**config.mk**
```make
export PLATFORM = sky130hd
export DESIGN_NAME = fetch_buffer
export DESIGN_NICKNAME = d
export VERILOG_FILES = /design/src/rtl/fetch_buffer.sv
export SDC_FILE = /design/constraint.sdc
export NUM_CORES = 1
export LEC_CHECK = 0
export ABC_AREA = 0
export CORE_ASPECT_RATIO = 1.4
export CORE_MARGIN = 2
export CORE_UTILIZATION = 55
export CTS_BUF_LIST = sky130_fd_sc_hd__clkbuf_16
export DETAILED_ROUTE_END_ITERATION = 6
export PLACE_DENSITY = 0.82
export REMOVE_ABC_BUFFERS = 1
export SKIP_CTS_REPAIR_TIMING = 1
export SLEW_MARGIN = 20
export SYNTH_ARGS = -nofsm -noshare
export SYNTH_HDL_FRONTEND = slang
export SYNTH_SLANG_ARGS = --single-unit
```
**constraint.sdc**
```tcl
create_clock -name clk -period 3.5 [get_ports clk]
set_input_delay 0.875 -clock clk [delete_from_list [all_inputs] [get_ports clk]]
set_output_delay 0.875 -clock clk [all_outputs]
set_load 0.02 [all_outputs]
```
**src/rtl/fetch_buffer.sv**
```systemverilog
// Fetch stage: owns the PC, issues 1-cycle-latency instruction memory reads and
// queues {pc, instr} pairs for Decode behind a credit-checked FIFO.
module fetch_buffer #(
  parameter logic [31:0] PC_RESET = 32'h0000_0000,
  parameter int          DEPTH    = 4
) (
  input  logic        clk,
  input  logic        reset,
  output logic        imem_req,
  output logic [31:0] imem_addr,
  input  logic [31:0] imem_rdata,
  input  logic        redirect_valid,
  input  logic [31:0] redirect_pc,
  input  logic        dec_ready,
  output logic        instr_valid,
  output logic [31:0] instruction,
  output logic [31:0] instr_pc
);

  localparam int PW = (DEPTH > 1) ? $clog2(DEPTH) : 1;
  localparam int CW = $clog2(DEPTH + 1);
  localparam logic [CW:0] DEPTH_C = (CW + 1)'(DEPTH);

  logic [31:0]   pc_q, pc_d;
  logic [31:0]   req_pc_q;
  logic          inflight_q;
  logic [PW-1:0] rd_ptr_q, rd_ptr_d;
  logic [PW-1:0] wr_ptr_q, wr_ptr_d;
  logic [CW-1:0] count_q, count_d;

  logic [DEPTH-1:0][31:0] entry_pc;
  logic [DEPTH-1:0][31:0] entry_instr;

  logic          push;
  logic          pop;
  logic [CW:0]   credit_used;

  // Credits cover both stored entries and the response still on its way back,
  // so a push can never find the FIFO full.
  assign credit_used = {1'b0, count_q} + {{CW{1'b0}}, inflight_q};
  assign imem_req    = !reset && !redirect_valid && (credit_used < DEPTH_C);
  assign imem_addr   = pc_q;

  assign push        = inflight_q && !redirect_valid;
  assign instr_valid = (count_q != '0);
  assign pop         = instr_valid && dec_ready;

  assign instruction = instr_valid ? entry_instr[rd_ptr_q] : 32'h0000_0000;
  assign instr_pc    = instr_valid ? entry_pc[rd_ptr_q]    : 32'h0000_0000;

  for (genvar gi = 0; gi < DEPTH; gi++) begin : g_entry
    logic [31:0] pc_slot_q;
    logic [31:0] instr_slot_q;

    always_ff @(posedge clk) begin
      if (!reset && push && (wr_ptr_q == PW'(gi))) begin
        pc_slot_q    <= req_pc_q;
        instr_slot_q <= imem_rdata;
      end
    end

    assign entry_pc[gi]    = pc_slot_q;
    assign entry_instr[gi] = instr_slot_q;
  end

  always_comb begin
    pc_d     = pc_q;
    rd_ptr_d = rd_ptr_q;
    wr_ptr_d = wr_ptr_q;
    count_d  = count_q;
    if (redirect_valid) begin
      // Flush wins over any same-cycle pop or arriving response.
      pc_d     = redirect_pc & 32'hFFFF_FFFC;
      rd_ptr_d = '0;
      wr_ptr_d = '0;
      count_d  = '0;
    end else begin
      if (imem_req) pc_d = pc_q + 32'd4;
      if (push)     wr_ptr_d = wr_ptr_q + PW'(1);
      if (pop)      rd_ptr_d = rd_ptr_q + PW'(1);
      if (push && !pop)      count_d = count_q + CW'(1);
      else if (pop && !push) count_d = count_q - CW'(1);
    end
  end

  always_ff @(posedge clk) begin
    if (reset) begin
      pc_q       <= PC_RESET;
      req_pc_q   <= PC_RESET;
      inflight_q <= 1'b0;
      rd_ptr_q   <= '0;
      wr_ptr_q   <= '0;
      count_q    <= '0;
    end else begin
      pc_q       <= pc_d;
      inflight_q <= imem_req;
      rd_ptr_q   <= rd_ptr_d;
      wr_ptr_q   <= wr_ptr_d;
      count_q    <= count_d;
      if (imem_req) req_pc_q <= pc_q;
    end
  end

endmodule

```
# [Word level (Yosys, flattened, before mapping)]
# Index checks and enable logic that the tools add are counted.
[op_classes] addsub=6 n_lt_le_gt_ge=2 n_eq_ne=3 muxes=10 n_reduce_logical=20
[ops] op="2-to-1 mux 32 bit" count=6
[ops] op="binary-select mux 32 bit (select 2 bit)" count=2
[ops] op="adder 32 x 3 -> 32 bit, second input constant" count=1
[ops] op="logical AND 1 bit" count=11
[ops] op="2-to-1 mux 3 bit" count=2
[ops] op="adder 2 x 1 -> 2 bit, second input constant" count=2
[ops] op="adder 3 x 1 -> 4 bit" count=1
[ops] op="== test 2 bit, second input constant" count=2
[ops] op="zero test 1 bit" count=4
[ops] op="< comparator 4 x 3 -> 1 bit, second input constant" count=1
[ops] op="nonzero test 2 bit" count=2
[ops] op="adder 3 x 1 -> 3 bit, second input constant" count=1
[ops] op="< comparator 2 x 3 -> 1 bit, second input constant" count=1
[ops] op="nonzero test 3 bit" count=1
[ops] op="subtractor 3 x 1 -> 3 bit, second input constant" count=1
[ops] op="== test 2 x 1 -> 1 bit, second input constant" count=1
[ops] op="zero test 2 bit" count=1
[ops] op="OR reduction 2 bit" count=1
[totals] register_bits=328 in_bits=68 elab_cells=56

# [Depth between registers and ports, before layout]
[depth] ltp_word=6 mapped_depth=9 mapped_depth_nobuf=8

# [Least setup slack after synthesis]
# Ideal clock, no wire load.
[synth_timing] path_type="input-to-reg" start="input port redirect_valid" end="register g_entry[0].instr_slot_q[0], enable pin" setup_ns=0.427 arrival_ns=2.619 path_slack_ns=0.454 stages=2 path_buffers=0 path_cell_list="nor2_1 > and3_1"
[synth_via] elab_chain_cells=4
[synth_rtl] element="start, declared" line="12" source="input logic redirect_valid,"
[synth_rtl] element="zero test 1 bit" line="44" source="assign push = inflight_q && !redirect_valid;"
[synth_rtl] element="logical AND 1 bit" line="44"
[synth_rtl] element="logical AND 1 bit (2 in series)" line="56" source="if (!reset && push && (wr_ptr_q == PW'(gi))) begin"
[synth_rtl] element="end signal, assigned" line="58" source="instr_slot_q <= imem_rdata;"
[synth_rtl] element="end, declared" line="53" source="logic [31:0] instr_slot_q;"
# Every way passes these cells.
# A chain may end at the register's enable or synchronous reset.

# [Final worst setup path]
[layout_timing] start="register rd_ptr_q[0]" end="output port instruction[20]"
[layout_via] elab_chain_cells=3
[layout_rtl] element="start, declared" line="27" source="logic [PW-1:0] rd_ptr_q, rd_ptr_d;"
[layout_rtl] element="start signal, assigned" line="97" source="rd_ptr_q <= rd_ptr_d;"
[layout_rtl] element="binary-select mux 32 bit (select 2 bit)" line="48" source="assign instruction = instr_valid ? entry_instr[rd_ptr_q] : 32'h0000_0000;"
[layout_rtl] element="2-to-1 mux 32 bit (implied by the code)" line="48"
[layout_rtl] element="2-to-1 mux 32 bit" line="48"
[layout_rtl] element="end, declared" line="16" source="output logic [31:0] instruction,"
# Every way passes these cells. The select of a mux whose other input is x is not followed.

==> results.toml <==
[synthesis]
synth_top_area_share_pct = 59.3
synth_area_leaders = "edfxtp_1 (59%), mux4_2 (11%), dfxtp_1 (11%), and2_1 (3.2%), nand2_1 (2.5%)"
ys_ff_latch = 316
syn_inst = 796
synth-async-reset-ratio_pct = 0
synth_flop_cell = "edfxtp_1"
yosysUniqueCellTypes = 54
yosysWarnings = 0
yosysSeqAreaShare_pct = 70.1
netlist_area_um2 = 12600
synth_common_cells = "edfxtp_1 (248), nand2_1 (85), dfxtp_1 (68), and2_1 (65), mux4_2 (62)"
synth_top_area_cell = "edfxtp_1"
synth.most_common_cell = "edfxtp_1"
avgSynthCellArea_um2 = 15.8
synth-edff-count = 248

[global_route]
grt_pass1_vias = 7443
antenna_found_initial = 0
overflow = 0
grtUsageTotal_pct = 21.9
grt_pass1_wl_mm = 41.1
grt_max_degree = 58

[pwr]
p_leak_nw = 5.17
power_density_nw_per_um2 = 480
vdd_drop_max_mv = 0.370

[die]
initial_core_util_pct = 55.8
die_h_um = 183
die_x_um = 132
io-pin-count = 166
rows = 65
core_um2 = 22500
dieArea_um2 = 24100

[setup_path]
worst_setup_path_start_kind = "flop"
crit_required_ns = 2.62
timing.rr.start = "count_q[0]$_SDFFE_PN0P_"
endpoint_kind = "primary output"
crit_fanout = 10
startpoint = "rd_ptr_q[0]$_SDFFE_PN0P_"
cp.arrival_ns = 2.48
path_class = "flop to primary output"

[cts]
worstSkewPairLatency_ns = 0.52
cts_made_buffers = 27
cts_buffer_depth = 3
clk_pin_slew_worst_paths_ns = 0.06
clkSinkCount = 316
htreeDepth = 1
cts_tree = "built"
clockRootBuffer = "clkbuf_16"

[placement]
gp_congestion = 0.855
dpl_worst_slack_ns = 0.455
portBuffers = 159
hpwl_mm = 16.7

[timing]
post-route-min-period_ns = 3.35
worst_slack_ns = 0.148
rsz0062_at_grt = "no"
fin_skew_ns = 0.00648
finalSetupViolations = 0
slew_viol_final = 0
tightest_slew_ns = 0.640
fmax_ghz = 0.298
hold_viol = 0
fin_crit_sh_pct = 95.8
max_slew_margin_pct = 57.3

[worst_hold_path]
worstHoldStart = "req_pc_q[30]$_SDFFE_PP0P_"
hp-class = "flop to flop"

[drt]
totalWireLength_mm = 26.3
dr.pass1.iters = 5
vias_per_cell = 5.73
ant_nets = 0
dr.first_iter.drc_count = 483
vias = 7391
drc = 0
routedWlPerCell_um = 20.4

[finish]
drive_gt1_share_pct = 14.7
utilization_pct = 68.5
area_delta_synth_final_pct = 22.9
nets = 1044
n_antenna_cell = 0

[flow_run]
drv_cap = 0

[status]
outcome = "complete, no violations"
-- cells in the final DEF (no fill, tap or decap), types with 5 or more instances in the layout --
cell               n
edfxtp_1         248
clkdlybuf4s50_1  158
nand2_1           85
dfxtp_1           66
and2_1            65
mux4_2            62
a21oi_1           47
clkbuf_16         27
buf_4             22
nor2_1            20
inv_1             20
nand4_1           13
nand3_1           12
o21ai_0           11
nor4_1             9
xnor2_1            8
inv_2              7
xor2_1             7
buf_12             7
ha_1               6
a31oi_1            5
and3_1             5
nor3_1             5
mux2i_1            5
-- registers in the layout, indices dropped and copies added, names as in the netlist --
signal	flops
g_entry.instr_slot_q	128
rd_ptr_q	2
g_entry.pc_slot_q	120
imem_addr	30
count_q	3
req_pc_q	30
inflight_q	1
wr_ptr_q	2
-- metal layers --
layer | track usage, % | part of all wire [%] | routed length, µm
met5 | 0 | 0 | 0
met4 | 7.70 | 2.9 | 774
met3 | 3.48 | 6.0 | 1570
met2 | 38.7 | 53 | 13800
met1 | 27.7 | 39 | 10100
-- power breakdown --
| part | total (mW) | switching (mW) | internal (mW) | leakage (nW) |
|---|---|---|---|---|
| clock | 2.69 | 1.22 | 1.46 | 0.439 |
| sequential | 4.14 | 0.0662 | 4.08 | 2.96 |
| combinational | 0.586 | 0.299 | 0.287 | 1.78 |
| total | 7.42 | 1.59 | 5.83 | 5.17 |
-- cell type report --
type / count / area, µm²
multi-input cells: 425 / 3530
fillers: 1554 / 7090
well taps: 301 / 377
clock buffers: 27 / 676
inverters: 11 / 41.3
clock inverters: 22 / 111
repair buffers: 188 / 1890
flip-flops and latches: 316 / 8820
-- worst max-delay path, stage by stage (launching register included) --
cell and delay (ns):
dfxtp_4 0.45, buf_4 0.27, mux4_2 0.53, and2_1 0.18, clkdlybuf4s50_1 0.53
-- per-stage QoR --
step | instance area [µm²] | hold slack, ns | cells | power [mW] | TNS (ns)
2_1_floorplan | 12400 | 0.458 | 752 | 4.47 | -58.51
6_report | 15400 | 0.502 | 1290 | 7.42 | 0
3_3_place_gp | 14600 | 0.472 | 1236 | 4.79 | 0
5_1_grt | 15400 | 0.520 | 1290 | 7.65 | 0
3_5_place_dp | 14600 | 0.491 | 1236 | 4.81 | 0
4_1_cts | 15400 | 0.500 | 1285 | 7.47 | -1.22
-- logic make-up after synthesis --
logic type / synth area share [%]
flops: 70.1
simple gates: 9.90
compound gates: 4.19
mux: 11.9
buf+inv: 2.10
xor+xnor: 1.05
fa+ha+maj: 0.757
other cells: 0.0298
-- final timing paths --
| kind | end | slack (ns) | depth (start not counted) |
|---|---|---|---|
| min | req_pc_q[30]$_SDFFE_PP0P_ | 0.50 | 2 |
| max reg2reg | count_q[2]$_SDFFE_PN0P_ | 1.13 | 8 |
| min reg2reg | req_pc_q[30]$_SDFFE_PP0P_ | 0.50 | 2 |
| max | instruction[20] | 0.15 | 4 |
No activity file was read; power rests on OpenSTA's default activity.
